### src/rtl/dmem_arbiter.sv
// dmem_arbiter: round-robin arbiter for one data-memory port, with a bounded DMA burst lock.
module dmem_arbiter #(
  parameter int ADDR_W = 32,
  parameter int DATA_W = 32,
  parameter int MAX_BURST = 4
) (
  input  logic              clk,
  input  logic              reset,
  input  logic              core_req,
  input  logic              core_we,
  input  logic [ADDR_W-1:0] core_addr,
  input  logic [DATA_W-1:0] core_wdata,
  output logic              core_gnt,
  output logic              core_rvalid,
  output logic [DATA_W-1:0] core_rdata,
  input  logic              dma_req,
  input  logic              dma_we,
  input  logic              dma_lock,
  input  logic [ADDR_W-1:0] dma_addr,
  input  logic [DATA_W-1:0] dma_wdata,
  output logic              dma_gnt,
  output logic              dma_rvalid,
  output logic [DATA_W-1:0] dma_rdata,
  output logic [ADDR_W-1:0] mem_addr,
  output logic [DATA_W-1:0] mem_wdata,
  output logic              mem_we,
  input  logic [DATA_W-1:0] mem_rdata
);
  typedef enum logic [1:0] {IDLE, CORE, DMA} owner_t;
  owner_t owner;
  logic last_rr;
  logic [7:0] burst_cnt;
  logic core_rv_q, dma_rv_q;
  logic [DATA_W-1:0] core_rd_q, dma_rd_q;
  logic tie, locked, sel_dma;
  always_comb begin
    tie = core_req & dma_req;
    locked = tie & (owner == DMA) & dma_lock & (burst_cnt < 8'(MAX_BURST));
    sel_dma = dma_req & (!core_req | locked | !last_rr);
    dma_gnt = !reset & sel_dma;
    core_gnt = !reset & core_req & !sel_dma;
    mem_addr = dma_gnt ? dma_addr : core_gnt ? core_addr : '0;
    mem_wdata = dma_gnt ? dma_wdata : core_gnt ? core_wdata : '0;
    mem_we = (dma_gnt & dma_we) | (core_gnt & core_we);
    // a read captured just before reset is hidden while reset is high
    core_rvalid = core_rv_q & !reset;
    dma_rvalid = dma_rv_q & !reset;
    core_rdata = reset ? '0 : core_rd_q;
    dma_rdata = reset ? '0 : dma_rd_q;
  end
  always_ff @(posedge clk) begin
    if (reset) begin
      owner <= IDLE;
      last_rr <= 1'b1;
      burst_cnt <= '0;
      core_rv_q <= 1'b0;
      dma_rv_q <= 1'b0;
      core_rd_q <= '0;
      dma_rd_q <= '0;
    end else begin
      owner <= dma_gnt ? DMA : core_gnt ? CORE : IDLE;
      if (tie & !locked) last_rr <= dma_gnt;
      burst_cnt <= (dma_gnt & dma_lock) ? ((owner == DMA) ? burst_cnt + 8'(burst_cnt != 8'hff) : 8'd1) : 8'd0;
      core_rv_q <= core_gnt & !core_we;
      dma_rv_q <= dma_gnt & !dma_we;
      if (core_gnt & !core_we) core_rd_q <= mem_rdata;
      if (dma_gnt & !dma_we) dma_rd_q <= mem_rdata;
    end
  end
endmodule

### config.mk
export PLATFORM = sky130hd
export DESIGN_NAME = dmem_arbiter
export DESIGN_NICKNAME = d
export VERILOG_FILES = /design/src/rtl/dmem_arbiter.sv
export SDC_FILE = /design/constraint.sdc
export NUM_CORES = 1
export LEC_CHECK = 0
export BUFFER_PORTS_ARGS = -buffer_cell sky130_fd_sc_hd__buf_4
export CAP_MARGIN = 20
export CORE_AREA = 2 2 116 118
export CTS_BUF_LIST = sky130_fd_sc_hd__clkbuf_16
export DETAILED_ROUTE_END_ITERATION = 6
export DIE_AREA = 0 0 118 120
export PLACE_DENSITY = 0.66
export SLEW_MARGIN = 20
export SYNTH_ARGS = -nofsm -noshare
export SYNTH_HDL_FRONTEND = slang
export SYNTH_SLANG_ARGS = --single-unit
### constraint.sdc
create_clock -name clk -period 2.48 [get_ports clk]
set_input_delay 0 -clock clk [delete_from_list [all_inputs] [get_ports clk]]
set_output_delay 0 -clock clk [all_outputs]
set_load 0.005 [all_outputs]
=== Word level (Yosys, flattened, before mapping) ===
Cells that the tools add are included.

* Register bits: 77
* Output and inout port bits: 133
* Bits of input ports: 167
* Word-level logic and storage cells: 53

* Eq/ne operators: 2
* Bitwise gates (word level): 21
* $lt $le $gt $ge: 1
* Multiplexer cells: 9
* Reduce and logical (&&, ||, !) cells: 10
* Add/sub/neg operators: 1

{| class="wikitable"
|+ Operators with widths
! operator !! count
|-
| $mux W32 || 6
|-
| $and A1 B1 Y1 || 16
|-
| $add A8 B1 Y8 || 1
|-
| $lt A8 B3 Y1 const B || 1
|-
| $ne A8 B8 Y1 const B || 1
|-
| $logic_not A1 Y1 || 7
|-
| $reduce_or A2 Y1 || 2
|-
| $or A1 B1 Y1 || 3
|-
| $reduce_or A3 Y1 || 1
|-
| $eq A2 B2 Y1 const B || 1
|-
| $mux W1 || 2
|-
| $mux W2 || 1
|-
| $not A1 Y1 || 2
|}

=== Longest topological paths before layout ===
Gate-level depths: netlist of the first run.

* Word-level depth: 11
* Mapped depth: 7
* Gate-level depth less buffers: 7

=== Least setup slack after synthesis of the first run ===
No wires, ideal clock.

* Path kind: register -> register
* Start: register burst_cnt[5]
* End: register core_rd_q[10]
* Stages on the path, launching flop included: 7
* Clock period less this slack: 2.197 ns
* Setup time: 0.121 ns
* Slack: 0.283 ns
* Data arrival time: 2.076 ns
* Required time: 2.359 ns
* Path buffers: 2
* Path through: dfxtp_1 or4b_4 or4_4 and2_4 buf_6 buf_12 mux2_4

* Longest elaborated chain between the ends: 8

{| class="wikitable"
|+ RTL lines
! item !! line !! source
|-
| from (decl) || 32 || <nowiki>logic [7:0] burst_cnt;</nowiki>
|-
| from (signal assigned) || 63 || <nowiki>burst_cnt <= (dma_gnt & dma_lock) ? ((owner == DMA) ? burst_cnt + 8'(burst_cnt != 8'hff) : 8'd1) : 8'd0;</nowiki>
|-
| $lt A8 B3 Y1 || 38 || <nowiki>locked = tie & (owner == DMA) & dma_lock & (burst_cnt < 8'(MAX_BURST));</nowiki>
|-
| $and A1 B1 Y1 || 38 ||
|-
| $or A1 B1 Y1 (2 in a row) || 39 || <nowiki>sel_dma = dma_req & (!core_req | locked | !last_rr);</nowiki>
|-
| $and A1 B1 Y1 || 39 ||
|-
| $logic_not A1 Y1 || 41 || <nowiki>core_gnt = !reset & core_req & !sel_dma;</nowiki>
|-
| $and A1 B1 Y1 || 41 ||
|-
| $and A1 B1 Y1 || 66 || <nowiki>if (core_gnt & !core_we) core_rd_q <= mem_rdata;</nowiki>
|-
| to (signal assigned) || 66 ||
|-
| to (decl) || 34 || <nowiki>logic [DATA_W-1:0] core_rd_q, dma_rd_q;</nowiki>
|}

Every way passes these cells.
A chain may end at the register's enable or synchronous reset.

=== Final worst setup path of the first run ===
* Start: register burst_cnt[5]
* End: output port mem_addr[13]

* Longest elaborated chain between the ends: 9
* Elaborated cells between the ends (all ways): 10
* Those cells by class: order compare: 1; mux: 2; bitwise: 6; reduce/logical: 1

{| class="wikitable"
|+ RTL lines
! item !! line !! source
|-
| $lt A8 B3 Y1 (*) || 38 ||
|-
| $and A1 B1 Y1 (*) || 38 ||
|-
| $or A1 B1 Y1 (*) (2 in a row) || 39 ||
|-
| $and A1 B1 Y1 (*) || 39 ||
|-
| $logic_not A1 Y1 || 41 ||
|-
| $and A1 B1 Y1 || 41 ||
|-
| $mux W32 || 42 || <nowiki>mem_addr = dma_gnt ? dma_addr : core_gnt ? core_addr : '0;</nowiki>
|-
| $mux W32 (*) || 42 ||
|-
| to (decl) || 24 || <nowiki>output logic [ADDR_W-1:0] mem_addr,</nowiki>
|}

Mark *: on every way between the ends. The rest lies on a longest branch, timed or not.

==> results.toml, run 1 <==
[sta]
period_minus_slack_ns = 2.51
timing.final.crit_share = 1.01
whs_ns = 0.0389
finClkSkew_ns = 0.00625
relSlewSlack = 0.308
finalSetupViolCount = 20
setup_slack_ns = -0.0296
drv_slew = 0
max_clock_freq_mhz = 398
rsz0062_at_grt = "yes"
hold_violations = 0
worstMarginPinSlew_ns = 1.04

[clock_network]
cts_max_path_buffers = 2
cts.sinks = 77
numCtsBuffers = 9
htreeDepth = 3
cts_tree = "done"
clkSlewWorstSetupHoldPaths_ns = 0.05
cts-root-buf = "clkbuf_16"
clock_latency_ns = 0.33

[run_status]
violations = "negative setup slack"
outcome = "finished, violations left"

[final_layout]
drive_gt1_frac = 0.565
fin_area_sq_mm = 0.00741
stdcell_count = 893
area_growth_pct = 79.8
fin_util = 0.571
num_antenna_cells = 0
finalNetCount = 881

[synthesis]
synth_top_area_cell = "dfxtp_1"
synth_nets = 554
synth_edf_count = 0
yosysWarnings = 0
synth.most_common_cell = "nor2b_1"
postSynth.asyncResetShare = 0
ys_ff_latch = 77
synth_commonest_cells = "nor2b_1 (98), dfxtp_1 (77), a22o_1 (65), mux2_2 (35), mux2_4 (29)"
avgSynthCellArea_sq_um = 10.7
ys_seq_area_frac = 0.374
yosysTopAreaCellShare = 0.374
synthFlopType = "dfxtp_1"
synth_area_sq_mm = 0.00412
netlist_top_cells_area = "dfxtp_1 (37%), nor2b_1 (15%), a22o_1 (14%)"
netlist_instances = 385
ys_types = 35

[global_route]
grt_max_degree = 67
grt_overflow = 0
grt_pass1_vias = 4332
antenna_found_initial = 0
grt_pass1_wl_um = 24100
grt.total_usage = 0.220

[power_and_ir_drop]
p_total_mw = 3.59
power.internal_mw = 2.79
p_clk_frac = 0.406
p_leak_nw = 3.57
power_frac_comb = 0.232
p_sw_uw = 800
p_per_area_mw_per_mm2 = 484
ir_worst_vdd_uv = 428
sw_frac_of_total = 0.223
seqPwrFrac = 0.362

[die]
row_count = 42
dieArea_sq_mm = 0.0142
io-pin-count = 300
die_y_um = 120
start_util = 0.317
core_area_sq_mm = 0.0130
die_w_um = 118

[routing]
route.detailed.drc = 0
via_count = 4218
routed_wl_um = 16300
drt-pass1-iter-count = 6
wire_per_inst_um = 18.3
drt_iter0_drc = 152
viasPerCell = 4.72
ant_nets = 0

[setup_path]
required_ns = 2.48
worst-setup-path-type = "reg2out"
critPathLaunchType = "register"
r2r_slack_ns = 0.17
worstReg2RegStart = "burst_cnt[5]"
cp_max_fo = 9
ff2ff_path_depth = 5
crit_arrival_ns = 2.51
cp-end-kind = "output pin"
r2r_end = "core_rd_q[5]"

[placed_design]
place_congestion = 0.896
dpl.cell_count = 836
placed_area_sq_mm = 0.00645
dp_hpwl_um = 12100
port_buffers = 299

[min_path]
hold_class = "in2reg"
worstHoldStart = "core_req"
whs_endpoint = "owner[0]"
hold_depth = 2

[job]
maxCapViolCount = 0
registers in the layout (all words and copies together) (netlist names):
signal	flops
core_rd_q	32
core_rv_q	1
burst_cnt	8
owner	2
dma_rd_q	32
dma_rv_q	1
last_rr	1
final cells by class:
type                    count  area (sq um)
fillers                  1145          5570
repair buffers            348          2910
multi-input cells         271          2380
flip-flops and latches     77          1550
clock buffers               9           225
well taps                 176           220
clock inverters             7           106
inverters                   5          18.8
what timing repair did:
action,CTS,global route
cloned,4,0
setup buffers,3,0
resized for setup,30,14
hold endpoints to repair,34,0
setup endpoints to repair,65,65
pin swaps,4,4
hold buffers,34,0
metal layers:
layer	up-vias	track usage	routed length, um
met5	-	0	0
met4	0	0.0821	510
met3	37	0.0832	1380
met2	186	0.392	8330
met1	1970	0.237	6100
li1	2025	-	-
power groups by stage:
stage	logic (mW)	registers, mW	clock network (mW)
detailed placement	0.720	1.32	0
CTS	0.822	1.30	1.48
floorplan	0.303	1.32	0
global route	0.884	1.30	1.53
finish	0.831	1.30	1.46
global placement	0.709	1.32	0
worst max-delay path, cell delays in order, from the launching register on:
cell     delay (ns)
dfxtp_2        0.32
or4b_4         0.54
or4_4          0.50
and4b_4        0.29
buf_12         0.17
a22o_1         0.21
buf_4          0.15
through the flow:
step / setup TNS, ns / setup WS, ns
floorplan: 0 / 0.283
global placement: 0 / 0.186
detailed placement: 0 / 0.171
CTS: -0.706 / -0.0499
global route: -3.41 / -0.0815
finish: -0.202 / -0.0296
cell usage in the layout (no fill, tap or decap), drive strengths merged, types with 3 or more instances in the layout:
cell type and n:
inv 7, nor2b 98, xnor2 3, mux2 64
a22o 65, dfxtp 77, dlygate4sd3 34, clkbuf 9
xor2 4, buf 314, nand3 3, nor3 6
bufinv 3, nor2 3
cells by family (layout without fill, tap and decap cells):
group           after synthesis  in the layout  synth area share
compound gates               69             69             0.146
xor+xnor                      7              7            0.0149
fa+ha+maj                     2              2           0.00607
buf+inv                      37            369            0.0589
flops                        77             77             0.374
mux                          64             64             0.201
simple gates                129            129             0.198
worst max-delay path by stage:
| stage | start | endpoint | slack [ns] | depth (start not counted) |
|---|---|---|---|---|
| global route | burst_cnt[5] | mem_wdata[22] | -0.08 | 6 |
| floorplan | burst_cnt[5] | core_rd_q[10] | 0.28 | 6 |
| global placement | burst_cnt[5] | mem_addr[13] | 0.19 | 6 |
| CTS | burst_cnt[6] | mem_addr[13] | -0.05 | 6 |
| detailed placement | burst_cnt[5] | mem_addr[13] | 0.17 | 6 |
| finish | burst_cnt[5] | mem_addr[13] | -0.03 | 6 |
(Power assumes the default switching activity.)
==> run 2: changes to the inputs <==
--- a/config.mk
+++ b/config.mk
@@ -13,5 +13,4 @@
 export DIE_AREA = 0 0 118 120
 export PLACE_DENSITY = 0.66
-export SLEW_MARGIN = 20
 export SYNTH_ARGS = -nofsm -noshare
 export SYNTH_HDL_FRONTEND = slang
==> constraint.sdc (replaced) <==
create_clock -name clk -period 2.48 [get_ports clk]
set_input_delay 0 -clock clk [delete_from_list [all_inputs] [get_ports clk]]
set_output_delay 0 -clock clk [all_outputs]
set_load 0.02 [all_outputs]
==> results.toml, run 2 (same netlist as run 1, synthesis figures left out) <==
[sta]
whs_ns = 0.0842
hold_violations = 0
finalSetupTns_ns = -2.72
relSlewSlack = 0.325
worstMarginPinSlew_ns = 1.01
drv_slew = 0
finalSetupViolCount = 31
period_minus_slack_ns = 2.61
setup_slack_ns = -0.126
finClkSkew_ns = 0.00312
timing.final.crit_share = 1.05
rsz0062_at_grt = "yes"
max_clock_freq_mhz = 384

[global_route]
grt_max_degree = 67
grt_overflow = 0
grt_pass1_wl_um = 24700
grt_pass1_vias = 4398
grt.total_usage = 0.227
antenna_found_initial = 0

[clock_network]
clock_latency_ns = 0.33
cts.sinks = 77
clkSlewWorstSetupHoldPaths_ns = 0.06
cts_max_path_buffers = 2
htreeDepth = 3
cts_tree = "done"
cts-root-buf = "clkbuf_16"
numCtsBuffers = 9

[setup_path]
r2r_slack_ns = 0.15
crit_buf_inv = 3
worst_path_max_delay_cell = "or4b_4"
cpPeakStageDelay_ns = 0.57
worst-setup-path-type = "reg2out"
cp_max_fo = 8
cp-end-kind = "output pin"
critPathLaunchType = "register"
required_ns = 2.48
cp_cell_sequence = "or4b_4 -> or4_4 -> and4b_4 -> buf_12 -> clkbuf_16 -> a22o_1 -> buf_6"
critPathTopFamily = "simple AND/OR/NAND/NOR gates"
crit_arrival_ns = 2.61

[die]
start_util = 0.317
dieArea_sq_mm = 0.0142
die_y_um = 120
row_count = 42
io-pin-count = 300
die_w_um = 118
core_area_sq_mm = 0.0130

[run_status]
violations = "negative setup slack"
outcome = "finished, violations left"

[final_layout]
largestRegisters = "core_rd_q: 32 flops, dma_rd_q: 32 flops, burst_cnt: 8 flops"
layout_commonest_cell = "buf_4"
area_growth_pct = 83.1
finalNetCount = 884
nFillCells = 1141
layout_common_cells = "buf_4 (242), nor2b_1 (98), dfxtp_1 (73)"
drive_gt1_frac = 0.569
num_antenna_cells = 0

[placed_design]
port_buffers = 299
place_congestion = 0.857
dp_hpwl_um = 12200

[routing]
drt-pass1-iter-count = 4
wire_per_inst_um = 18.7
ant_nets = 0
route.detailed.drc = 0
drt_iter0_drc = 168
via_count = 4275
routed_wl_um = 16700
viasPerCell = 4.78

[min_path]
hold_class = "in2reg"

[job]
maxCapViolCount = 0

[power_and_ir_drop]
p_per_area_mw_per_mm2 = 455
ir_worst_vdd_uv = 383
p_leak_nw = 3.61
[run 2: worst min-delay path: cells and delay by family]
kind | cells | cell delay (ns)
AND/OR/NAND/NOR | 1 | 0.06
buffers and inverters | 1 | 0.13
XOR/XNOR | 1 | 0.09
AO/OA/AOI/OAI | 1 | 0.10
[run 2: per-layer routing]
metal  global-route usage  wire [um]
met5                    0          0
met2                0.428       9000
met1                0.230       5830
met3               0.0898       1560
met4               0.0640        325
[run 2: layout make-up]
| cell class | count | area (sq um) | area share |
|---|---|---|---|
| timing repair buffer | 351 | 3100 | 0.411 |
| tap | 176 | 220 | 0.0292 |
| sequential | 77 | 1550 | 0.205 |
| clock buffer | 9 | 225 | 0.0299 |
| clock inverter | 6 | 25.0 | 0.00332 |
| multi-input combinational | 271 | 2400 | 0.319 |
| inverter | 5 | 18.8 | 0.00249 |
[run 2: final timing paths]
| check | start | to | depth (start not counted) |
|---|---|---|---|
| max | burst_cnt[2] | mem_addr[2] | 7 |
| min | dma_req | last_rr | 4 |
| max reg2reg | burst_cnt[2] | core_rd_q[5] | 5 |
| min reg2reg | last_rr | last_rr | 2 |
[run 2: power breakdown]
part	internal, mW	total, mW	switching (mW)
Sequential	1.29	1.30	0.0114
Clock	0.653	1.12	0.468
Combinational	0.576	1.01	0.438
[run 2: repair_timing]
action / in CTS / in global routing
pin swaps: 2 / 7
endpoints found under the setup margin: 65 / 66
hold buffers: 35 / 0
hold endpoints to repair: 35 / 0
buffers inserted: 5 / 1
gates resized for setup: 57 / 25
gates cloned: 4 / 1
[run 2: through the flow]
| step | total power [mW] | instances | setup WS, ns | area [sq um] | utilization |
|---|---|---|---|---|---|
| 6_report | 3.43 | 895 | -0.126 | 7540 | 0.581 |
| 5_1_grt | 3.57 | 895 | -0.169 | 7540 | 0.581 |
| 4_1_cts | 3.44 | 895 | -0.0998 | 7450 | 0.574 |
| 3_5_place_dp | 2.18 | 836 | 0.194 | 6470 | 0.499 |
| 3_3_place_gp | 2.17 | 836 | 0.213 | 6470 | 0.499 |
| 2_1_floorplan | 1.75 | 385 | 0.283 | 4120 | - |
==> run 3: changes to the inputs <==
Settings changed: CORE_AREA 2 2 116 118 to 8 8 112 114, CTS_BUF_LIST sky130_fd_sc_hd__clkbuf_16 to sky130_fd_sc_hd__clkbuf_8, DIE_AREA 0 0 118 120 to 0 0 120 122, PLACE_DENSITY 0.66 to 0.77.
==> results.toml, run 3 (same netlist as run 1, synthesis figures left out) <==
[global_route]
grt_max_degree = 99
grt_overflow = 0
grt_pass1_vias = 4609
use_met2 = 0.482
grt_pass1_wl_um = 30500
met1_usage = 0.296
antenna_found_initial = 5
gr-usage-met3 = 0.124
busiest_layer = "met2"
grt.total_usage = 0.282

[setup_path]
crit_end = "mem_addr[20]"
required_ns = 2.48
r2r_slack_ns = 0.25
worst-setup-path-type = "reg2out"
worstReg2RegStart = "burst_cnt[5]"
cp-end-kind = "output pin"
crit_arrival_ns = 2.56
cp_max_fo = 17
critPathLaunchType = "register"
ff2ff_path_depth = 5
r2r_end = "dma_rd_q[25]"
startpoint = "burst_cnt[5]"

[routing]
ant_nets = 0
routed_wl_um = 21800
drt-pass1-iter-count = 5
viasPerCell = 5.12
drt_iter0_drc = 364
via_count = 4379
wire_per_inst_um = 25.5
route.detailed.drc = 0

[final_layout]
layout_common_cells = "buf_4 (242), nor2b_1 (98), dfxtp_1 (74)"
num_antenna_cells = 0
fin_area_sq_mm = 0.00734
area_growth_pct = 78.1
finalNetCount = 881
drive_gt1_frac = 0.563
largestRegisters = "core_rd_q: 32 flops, dma_rd_q: 32 flops, burst_cnt: 8 flops"
stdcell_count = 856
layout_commonest_cell = "buf_4"

[sta]
worstMarginPinSlew_ns = 1.03
setup_slack_ns = -0.0817
finalSetupViolCount = 65
timing.final.crit_share = 1.03
max_clock_freq_mhz = 390
finalSetupTns_ns = -3.40
rsz0062_at_grt = "yes"
period_minus_slack_ns = 2.56
drv_slew = 0
whs_ns = 0.0682
relSlewSlack = 0.308
finClkSkew_ns = 0.00641
hold_violations = 0

[power_and_ir_drop]
p_sw_uw = 954
p_clk_frac = 0.290
p_leak_nw = 3.53
ir_worst_vdd_uv = 415
power.internal_mw = 2.33
sw_frac_of_total = 0.290
power_frac_comb = 0.315
seqPwrFrac = 0.395
p_per_area_mw_per_mm2 = 448

[job]
maxCapViolCount = 0

[clock_network]
cts-root-buf = "clkbuf_8"
numCtsBuffers = 9
clkSlewWorstSetupHoldPaths_ns = 0.08
clock_latency_ns = 0.35
cts_tree = "done"
cts.sinks = 77
htreeDepth = 3
cts_max_path_buffers = 2

[die]
io-pin-count = 300
core_area_sq_mm = 0.0107
die_y_um = 122
row_count = 38
dieArea_sq_mm = 0.0146
start_util = 0.385
die_w_um = 120

[placed_design]
place_congestion = 1.01
dp_hpwl_um = 16600
placed_area_sq_mm = 0.00641
dpl.cell_count = 799
port_buffers = 299
place_ws_ns = 0.176

[run_status]
violations = "negative setup slack"
outcome = "finished, violations left"

[min_path]
hold_class = "in2reg"
-- run 3: cell types whose count changed in the layout (fill, tap and decap cells not counted), moves of 2 or more --
| cell | previous run | this run |
|---|---|---|
| inv_1 | 7 | 5 |
| a22o_1 | 60 | 64 |
| clkbuf_16 | 10 | 1 |
| clkbuf_8 | 0 | 10 |
| a22o_4 | 5 | 1 |
| buf_12 | 6 | 2 |
-- run 3: critical path, cell delays in order (launching register included) --
cell and delay, ns:
dfxtp_2 0.33, or4b_4 0.54, or4_4 0.50, and4b_4 0.28, buf_16 0.19, a22o_1 0.22
buf_6 0.14
-- run 3: layout make-up --
class / instances / area, sq um
clock inverter: 5 / 52.6
tap: 140 / 175
sequential: 77 / 1550
timing repair buffer: 348 / 3050
multi-input combinational: 271 / 2360
clock buffer: 10 / 138
fill: 838 / 3360
inverter: 5 / 18.8
-- run 3: per-stage QoR --
step	power [mW]	util
after floorplan	1.75	-
after global placement	2.20	0.599
after detailed placement	2.21	0.599
after CTS	3.28	0.684
after global routing	3.41	0.686
final	3.28	0.686
-- run 3: repair_timing --
action                                  in CTS  in global routing
pin swaps                                    2                  0
buffers inserted                             3                  0
resized for setup                           74                  0
endpoints found under the setup margin      65                 65
hold buffers                                35                  0
endpoints found under the hold margin       47                  0
cloned                                       3                  1
-- run 3: power by group through the flow --
stage | Sequential, mW | Clock (mW) | Combinational, mW
floorplan | 1.32 | 0 | 0.427
global placement | 1.32 | 0 | 0.873
CTS | 1.30 | 0.962 | 1.03
global route | 1.30 | 1.03 | 1.08
finish | 1.30 | 0.952 | 1.04
detailed placement | 1.33 | 0 | 0.883
-- run 3: per-layer routing --
metal | part of all wire | vias to the layer above
met5 | 0.0022 | -
met4 | 0.038 | 10
met3 | 0.11 | 46
met2 | 0.50 | 231
met1 | 0.35 | 2071
li1 | - | 2021
-- run 3: worst min path at each step --
| stage | startpoint | end | slack (ns) | cells after the start |
|---|---|---|---|---|
| after CTS | dma_req | last_rr | 0.05 | 4 |
| after global placement | mem_rdata[30] | dma_rd_q[30] | 0.23 | 2 |
| after detailed placement | mem_rdata[16] | dma_rd_q[16] | 0.24 | 2 |
| after floorplan | dma_lock | burst_cnt[0] | 0.13 | 1 |
| final | dma_req | last_rr | 0.07 | 4 |
| after global routing | dma_req | owner[0] | 0.09 | 3 |
